<file path="src/rtl/ctrl_pkg.sv">
// Shared encodings for the multi-cycle controller: FSM states, opcodes,
// ALU class codes and ALU operand select values.
package ctrl_pkg;

  typedef enum logic [3:0] {
    S_FETCH     = 4'd0,
    S_DECODE    = 4'd1,
    S_MEM_ADDR  = 4'd2,
    S_MEM_READ  = 4'd3,
    S_MEM_WB    = 4'd4,
    S_MEM_WRITE = 4'd5,
    S_EXEC      = 4'd6,
    S_ALU_WB    = 4'd7,
    S_BRANCH    = 4'd8,
    S_TRAP      = 4'd9
  } state_t;

  localparam logic [6:0] OP_RTYPE = 7'b0110011;
  localparam logic [6:0] OP_IALU  = 7'b0010011;
  localparam logic [6:0] OP_LOAD  = 7'b0000011;
  localparam logic [6:0] OP_STORE = 7'b0100011;
  localparam logic [6:0] OP_BEQ   = 7'b1100011;

  localparam logic [1:0] ALU_ADD   = 2'b00;
  localparam logic [1:0] ALU_SUB   = 2'b01;
  localparam logic [1:0] ALU_FUNCT = 2'b10;

  localparam logic [1:0] SRC_A_PC     = 2'b00;
  localparam logic [1:0] SRC_A_RS1    = 2'b01;
  localparam logic [1:0] SRC_A_OLD_PC = 2'b10;

  localparam logic [1:0] SRC_B_RS2  = 2'b00;
  localparam logic [1:0] SRC_B_FOUR = 2'b01;
  localparam logic [1:0] SRC_B_IMM  = 2'b10;

  // Dispatch out of DECODE; anything unrecognised traps.
  function automatic state_t decode_next(input logic [6:0] opcode);
    case (opcode)
      OP_LOAD, OP_STORE: return S_MEM_ADDR;
      OP_RTYPE, OP_IALU: return S_EXEC;
      OP_BEQ:            return S_BRANCH;
      default:           return S_TRAP;
    endcase
  endfunction

endpackage

</file>
<file path="src/rtl/multicycle_control.sv">
// Main control FSM of the multi-cycle processor: sequences fetch, decode,
// execute, memory and write-back and drives all datapath enables and selects.
module multicycle_control
  import ctrl_pkg::*;
(
  input  logic        clk,
  input  logic        reset_n,
  input  logic [31:0] instr,
  input  logic        mem_ready,
  output logic        pc_write,
  output logic        pc_write_cond,
  output logic        pc_source,
  output logic        i_or_d,
  output logic        mem_read,
  output logic        mem_write,
  output logic        ir_write,
  output logic        reg_write,
  output logic        mem_to_reg,
  output logic [1:0]  alu_src_a,
  output logic [1:0]  alu_src_b,
  output logic [1:0]  alu_op,
  output logic [3:0]  funct,
  output logic        illegal,
  output logic [3:0]  state
);

  state_t     state_q, state_d;
  logic [3:0] funct_q;
  logic       itype_q;
  logic [6:0] opcode;
  logic       unused_instr_bits;

  assign opcode            = instr[6:0];
  assign unused_instr_bits = ^{instr[31], instr[29:15], instr[11:7]};

  always_comb begin
    state_d = state_q;
    case (state_q)
      S_FETCH:     if (mem_ready) state_d = S_DECODE;
      S_DECODE:    state_d = decode_next(opcode);
      S_MEM_ADDR:  state_d = (opcode == OP_LOAD) ? S_MEM_READ : S_MEM_WRITE;
      S_MEM_READ:  if (mem_ready) state_d = S_MEM_WB;
      S_MEM_WB:    state_d = S_FETCH;
      S_MEM_WRITE: if (mem_ready) state_d = S_FETCH;
      S_EXEC:      state_d = S_ALU_WB;
      S_ALU_WB:    state_d = S_FETCH;
      S_BRANCH:    state_d = S_FETCH;
      S_TRAP:      state_d = S_TRAP;
      default:     state_d = S_FETCH;
    endcase
  end

  // funct and the R/I flag are captured only on the DECODE edge so they stay
  // stable through EXEC regardless of later IR activity.
  always_ff @(posedge clk or negedge reset_n) begin
    if (!reset_n) begin
      state_q <= S_FETCH;
      funct_q <= 4'b0000;
      itype_q <= 1'b0;
    end else begin
      state_q <= state_d;
      if (state_q == S_DECODE) begin
        funct_q <= {instr[30] & (opcode != OP_IALU), instr[14:12]};
        itype_q <= (opcode == OP_IALU);
      end
    end
  end

  logic pc_write_s, pc_write_cond_s, mem_read_s, mem_write_s, ir_write_s, reg_write_s;

  always_comb begin
    pc_write_s      = 1'b0;
    pc_write_cond_s = 1'b0;
    pc_source       = 1'b0;
    i_or_d          = 1'b0;
    mem_read_s      = 1'b0;
    mem_write_s     = 1'b0;
    ir_write_s      = 1'b0;
    reg_write_s     = 1'b0;
    mem_to_reg      = 1'b0;
    alu_src_a       = SRC_A_PC;
    alu_src_b       = SRC_B_RS2;
    alu_op          = ALU_ADD;
    case (state_q)
      S_FETCH: begin
        mem_read_s = 1'b1;
        alu_src_b  = SRC_B_FOUR;
        ir_write_s = mem_ready;
        pc_write_s = mem_ready;
      end
      S_DECODE: begin
        alu_src_a = SRC_A_OLD_PC;
        alu_src_b = SRC_B_IMM;
      end
      S_MEM_ADDR: begin
        alu_src_a = SRC_A_RS1;
        alu_src_b = SRC_B_IMM;
      end
      S_MEM_READ: begin
        mem_read_s = 1'b1;
        i_or_d     = 1'b1;
      end
      S_MEM_WB: begin
        reg_write_s = 1'b1;
        mem_to_reg  = 1'b1;
      end
      S_MEM_WRITE: begin
        mem_write_s = 1'b1;
        i_or_d      = 1'b1;
      end
      S_EXEC: begin
        alu_src_a = SRC_A_RS1;
        alu_src_b = itype_q ? SRC_B_IMM : SRC_B_RS2;
        alu_op    = ALU_FUNCT;
      end
      S_ALU_WB: reg_write_s = 1'b1;
      S_BRANCH: begin
        alu_src_a       = SRC_A_RS1;
        alu_op          = ALU_SUB;
        pc_write_cond_s = 1'b1;
        pc_source       = 1'b1;
      end
      default: ;
    endcase
  end

  // Strobes are gated by reset_n so nothing is written while reset is held.
  assign pc_write      = pc_write_s      & reset_n;
  assign pc_write_cond = pc_write_cond_s & reset_n;
  assign mem_read      = mem_read_s      & reset_n;
  assign mem_write     = mem_write_s     & reset_n;
  assign ir_write      = ir_write_s      & reset_n;
  assign reg_write     = reg_write_s     & reset_n;

  assign funct   = funct_q;
  assign illegal = (state_q == S_TRAP);
  assign state   = state_q;

endmodule

</file>
<file path="config.mk">
export PLATFORM = sky130hd
export DESIGN_NAME = multicycle_control
export DESIGN_NICKNAME = d
export VERILOG_FILES = /design/src/rtl/ctrl_pkg.sv /design/src/rtl/multicycle_control.sv
export SDC_FILE = /design/constraint.sdc
export NUM_CORES = 1
export LEC_CHECK = 0
export CORE_ASPECT_RATIO = 1.2
export CORE_UTILIZATION = 30
export CTS_BUF_LIST = sky130_fd_sc_hd__clkbuf_4 sky130_fd_sc_hd__clkbuf_8 sky130_fd_sc_hd__clkbuf_16
export CTS_CLUSTER_SIZE = 40
export DETAILED_ROUTE_END_ITERATION = 8
export PLACE_DENSITY = 0.76
export SLEW_MARGIN = 20
export SYNTH_ARGS = -nofsm -noshare
export SYNTH_HDL_FRONTEND = slang
export SYNTH_SLANG_ARGS = --single-unit
</file>
<file path="constraint.sdc">
create_clock -name clk -period 1.7 [get_ports clk]
set_input_delay 0.17 -clock clk [delete_from_list [all_inputs] [get_ports clk]]
set_output_delay 0.17 -clock clk [all_outputs]
set_load 0.1 [all_outputs]
</file>
==> results of run 1 <==
-- per-layer routing --
layer	wire length, µm	vias up	part of all wire [%]
met3	160	11	6.9
met2	1250	57	53
li1	-	383	-
met4	115	0	4.9
met1	811	385	35
met5	0	-	0
-- state kept, by name (all words and copies together) (netlist names) --
| signal | cells |
|---|---|
| state | 4 |
| itype_q | 1 |
| funct | 4 |
-- synth_stat cells, types with 2 or more instances --
cell      number  area share [%]
nor2_1        10             5.8
dfrtp_1        9              35
mux2_2         4             6.9
nand2_1        4             2.3
a21oi_1        3             2.3
and3_1         3             2.9
buf_2          3             2.3
inv_1          3             1.7
nor3_1         3             2.3
nor4_1         3             2.9
o31ai_1        3             3.5
and2_1         2             1.9
nand2b_1       2             1.9
nor2b_1        2             1.9
nor3b_1        2             2.3
o21ai_0        2             1.5
xnor2_1        2             2.7
-- per-stage QoR --
step,TNS [ns],worst slack (ns),util (%)
after global routing,-0.162,-0.0563,79.1
after detailed placement,0,0.0152,68.4
after floorplan,-9.95,-1.22,-
after CTS,-0.00774,-0.00733,75.3
after global placement,0,0.0730,68.4
final,-0.00744,-0.00744,79.1
-- power by group --
group / total, µW / switching, µW / internal, µW
clock network: 192 / 85.1 / 107
logic: 2150 / 1390 / 758
registers: 377 / 83.4 / 294
-- cells by family after synthesis --
logic type,Yosys count
simple gates,34
compound gates,16
flops,9
buf+inv,9
mux,4
xor+xnor,2
-- final cells by class --
class / instances / area, µm² / area share (%)
repair buffers: 61 / 773 / 47.7
multi-input cells: 56 / 527 / 32.5
well taps: 30 / 37.5 / 2.31
clock buffers: 4 / 30.0 / 1.85
flip-flops and latches: 9 / 238 / 14.7
inverters: 3 / 16.3 / 1.00
-- what timing repair did --
action / in CTS / in global routing
pin swaps: 2 / 4
endpoints found under the setup margin: 13 / 10
gates resized for setup: 4 / 11
setup buffers: 11 / 4
-- how the worst max path moves through the flow --
stage	to	slack, ns
6_report	i_or_d	-0.007
5_1_grt	i_or_d	-0.06
4_1_cts	pc_write_cond	-0.007
3_5_place_dp	state[2]	0.02
3_3_place_gp	state[2]	0.07
2_1_floorplan	pc_write	-1.22
==> reports/metrics.cfg, run 1 <==
[clock_network]
cts-root-buf=clkbuf_4
cts_sinks=9
path_clk_slew_ns=0.06
ctsHtreeMaxLevel=1
cts_buffers=3
cts_tree=built
holdBufCountCts=0
clk_latency_ns=0.27
cts_buffer_depth=2

[cells_and_area]
fin_cells=163
fin_nets=169
area_delta_synth_final_pct=149
fillers=133
final_area_mm2=0.00162
layout_common_cells=buf_12 (21), buf_4 (21), clkdlybuf4s50_1 (13), nor2_1 (6), dfrtp_1 (5)
diodes=0
drive_above_1_share_pct=64.7

[route]
drtPass1Iterations=4
vias_per_cell=5.13
wl_mm=2.33
via_count=836
first_iter_violations=25
routedWlPerCell_um=14.3
ant_nets=0
drcViolationCount=0

[die]
dieArea_mm2=0.00236
start_util_pct=31.8
dieWidth_um=44.6
fp.dieH_um=53.1
ios=59
core_area_mm2=0.00205
std_cell_rows=18

[sta]
rsz0062_at_grt=true
finalMaxSlewViolations=0
slew_headroom_pct=76.7
timing.final.ws_setup_ns=-0.00744
whs_ns=0.416
worst_pin_slew_ns=0.345
finalHoldViolations=0
min_period_ns=1.71
min_period_over_period_pct=100
fmax_ghz=0.586
worst_clock_skew_ns=0.00407
finalSetupViolCount=1

[global_routing]
grt_max_degree=10
grt_overflow_total=0
busiest_layer=met2
first_global_vias=776
grt_pass1_wl_mm=3.54
grtUsageTotal_pct=21.3
globalRouteMet3Util_pct=2.73
antenna_found_initial=0
grtUsageMet1_pct=22.7
grtUsageMet2_pct=37.7

[yosys]
synth_top_family_by_area=simple AND/OR/NAND/NOR gates
synthAdderAreaFrac_pct=0
ys_async_sr_fraction_pct=100
syn-cell-area_um2=652
synth.avg_cell_area_um2=8.81
synthXorXnorAreaFrac_pct=2.69
syn_inst=74
ys.flop_type=dfrtp_1
synth_fp_nets=109
synth_compound_area_share_pct=17.3
synthSimpleGateAreaFrac_pct=32.2
synth_cell_types=31
synth-edff-count=0
ys_seq_area_share_pct=34.5
synth-seq-cells=9
synth_warnings=0
muxShareOfSynthArea_pct=6.91

[power_and_ir_drop]
powerDensity_mw_per_mm2=1680
p_total_uw=2720
ir_drop_uv=1450
p_leak_uw=0.000643

[setup_path]
slowest_stage=dfrtp_4
r2r_cells=4
critical_path_buf_inv_count=2
critPathLaunchType=flop
worst_ep_arrival_time_ns=1.54
crit_fanout=5
crit_path_end_kind=primary output
crit_start=state[2]
crit_path_max_incr_delay_ns=0.54
crit_chain=buf_6 -> xnor2_2 -> nor3b_2 -> buf_12
worst-path-stages=4
reg2reg_to=itype_q
crit_family=flip-flops
reg2reg_slack_ns=0.15
crit_type=reg2out
r2r_start=state[3]
required_ns=1.53

[place]
port_buffers=37
place_area_mm2=0.00140
dpl.hpwl_mm=1.56
finalWeightedCongestion=0.810
dp_cells=144

[job]
cap_violations=0

[outcome]
failed_checks=setup timing
status=complete, but fails checks

[hold_path]
holdCritPathClass=in2async

(Power assumes the default switching activity.)
==> inputs of run 2 (changes only) <==
CELL_PAD_IN_SITES_DETAIL_PLACEMENT = 0   (was not set)
CELL_PAD_IN_SITES_GLOBAL_PLACEMENT = 1   (was not set)
CORE_UTILIZATION = 20   (was 30)
PLACE_DENSITY = 0.77   (was 0.76)
==> run 2 against run 1 <==
Against the previous run:
- the flow now finishes without violations
- utilization fell by 29 points
- wire length shrank 11%
- critical path type unchanged
- non-clock buffer count is 3 lower
==> reports/metrics.cfg, run 2 (same netlist as run 1, synthesis figures left out) <==
[outcome]
status=finished, final reports clean

[global_routing]
grt_max_degree=10
grt_overflow_total=0
grtUsageTotal_pct=13.1
grt_pass1_wl_mm=3.39
first_global_vias=744
antenna_found_initial=0

[cells_and_area]
fin_nets=166
layout_commonest_cell=buf_4
drive_above_1_share_pct=62.3
area_delta_synth_final_pct=139
fillers=290
layout_common_cells=buf_4 (23), buf_12 (20), clkdlybuf4s50_1 (13), nor2_1 (6), dfrtp_1 (5)
diodes=0

[clock_network]
cts_buffers=3
cts_buffer_depth=2
cts_sinks=9
path_clk_slew_ns=0.06
ctsHtreeMaxLevel=1
holdBufCountCts=0
cts_tree=built
cts-root-buf=clkbuf_4
clk_latency_ns=0.26

[sta]
min_period_over_period_pct=99.0
setup_tns_ns=0
slew_headroom_pct=75.4
worst_pin_slew_ns=0.369
finalMaxSlewViolations=0
finalHoldViolations=0
whs_ns=0.419
rsz0062_at_grt=true
min_period_ns=1.68
finalSetupViolCount=0
worst_clock_skew_ns=0.00450
fmax_ghz=0.594

[power_and_ir_drop]
p_leak_uw=0.000621
powerDensity_mw_per_mm2=1690
ir_drop_uv=1430

[die]
ios=59
start_util_pct=21.1
fp.dieH_um=64.5
std_cell_rows=22
core_area_mm2=0.00308
dieWidth_um=54.1
dieArea_mm2=0.00349

[place]
finalWeightedCongestion=0.765
dpl.hpwl_mm=1.59
port_buffers=37

[setup_path]
crit_path_max_incr_delay_ns=0.53
critPathLaunchType=flop
slowest_stage=dfrtp_4
critical_path_buf_inv_count=2
crit_family=flip-flops
crit_type=reg2out
crit_path_end_kind=primary output
crit_fanout=5
crit_chain=inv_4 -> nand2_4 -> nor3_4 -> and2_4 -> buf_12
required_ns=1.53
worst_ep_arrival_time_ns=1.51

[route]
vias_per_cell=4.54
routedWlPerCell_um=12.5
first_iter_violations=15
ant_nets=0
wl_mm=2.08
drcViolationCount=0
via_count=753
drtPass1Iterations=4

[hold_path]
holdCritPathClass=in2async

[job]
cap_violations=0

==> run 2: path summary, 6_finish.rpt <==
| check | startpoint | to | slack [ns] | depth (start not counted) |
|---|---|---|---|---|
| worst max-delay path | state[2] | pc_write_cond | 0.02 | 5 |
| worst min-delay path | reset_n | state[3] | 0.42 | 2 |
| worst max register to register | state[2] | itype_q | 0.16 | 4 |
| worst min register to register | funct[2] | funct[2] | 0.51 | 1 |
| max in group asynchronous | reset_n | state[2] | 1.16 | 2 |
| min in group clk | instr[30] | funct[3] | 0.46 | 3 |
==> run 2: report_power, final <==
group | switching [µW] | internal (µW) | total, µW
Sequential | 73.2 | 294 | 367
Clock | 72.6 | 106 | 179
Combinational | 1370 | 712 | 2080
Total | 1510 | 1110 | 2630
==> run 2: per-layer routing <==
| layer | vias to the layer above | track usage, % | share of wire, % |
|---|---|---|---|
| met5 | - | 0 | 0 |
| met2 | 28 | 21.9 | 53 |
| li1 | 377 | - | - |
| met3 | 0 | 2.11 | 4.5 |
| met4 | 0 | 3.85 | 0 |
| met1 | 348 | 16.7 | 42 |
==> run 2: final cells by class <==
class	instances	area, µm²	share of cell area, %
Timing Repair Buffer	58	729	46.8
Multi-Input combinational cell	56	502	32.2
Sequential cell	9	238	15.3
Tap cell	36	45.0	2.89
Clock buffer	4	30.0	1.93
Inverter	3	13.8	0.884
==> run 2: per-stage QoR <==
stage | util [%] | std cells | setup slack [ns] | total power (µW) | cell area (µm²)
finish | 50.5 | 166 | 0.0167 | 2630 | 1560
global route | 50.5 | 166 | -0.0637 | 2710 | 1560
CTS | 49.3 | 163 | 0.00169 | 2630 | 1520
detailed placement | 45.7 | 150 | -0.0133 | 2360 | 1410
global placement | 45.7 | 150 | 0.0573 | 2340 | 1410
floorplan | - | 74 | -1.22 | 1770 | 812
==> run 2: timing repair <==
item | 4_1_cts | 5_1_grt
setup buffers | 9 | 3
resized for setup | 3 | 4
endpoints found under the setup margin | 12 | 10
pin swaps | 1 | 2
==> inputs of run 3 (changes only) <==
SLEW_MARGIN = not set   (was 20)
==> results of run 3 <==
The final DEF is identical to that of run 2; final timing and power are the same.
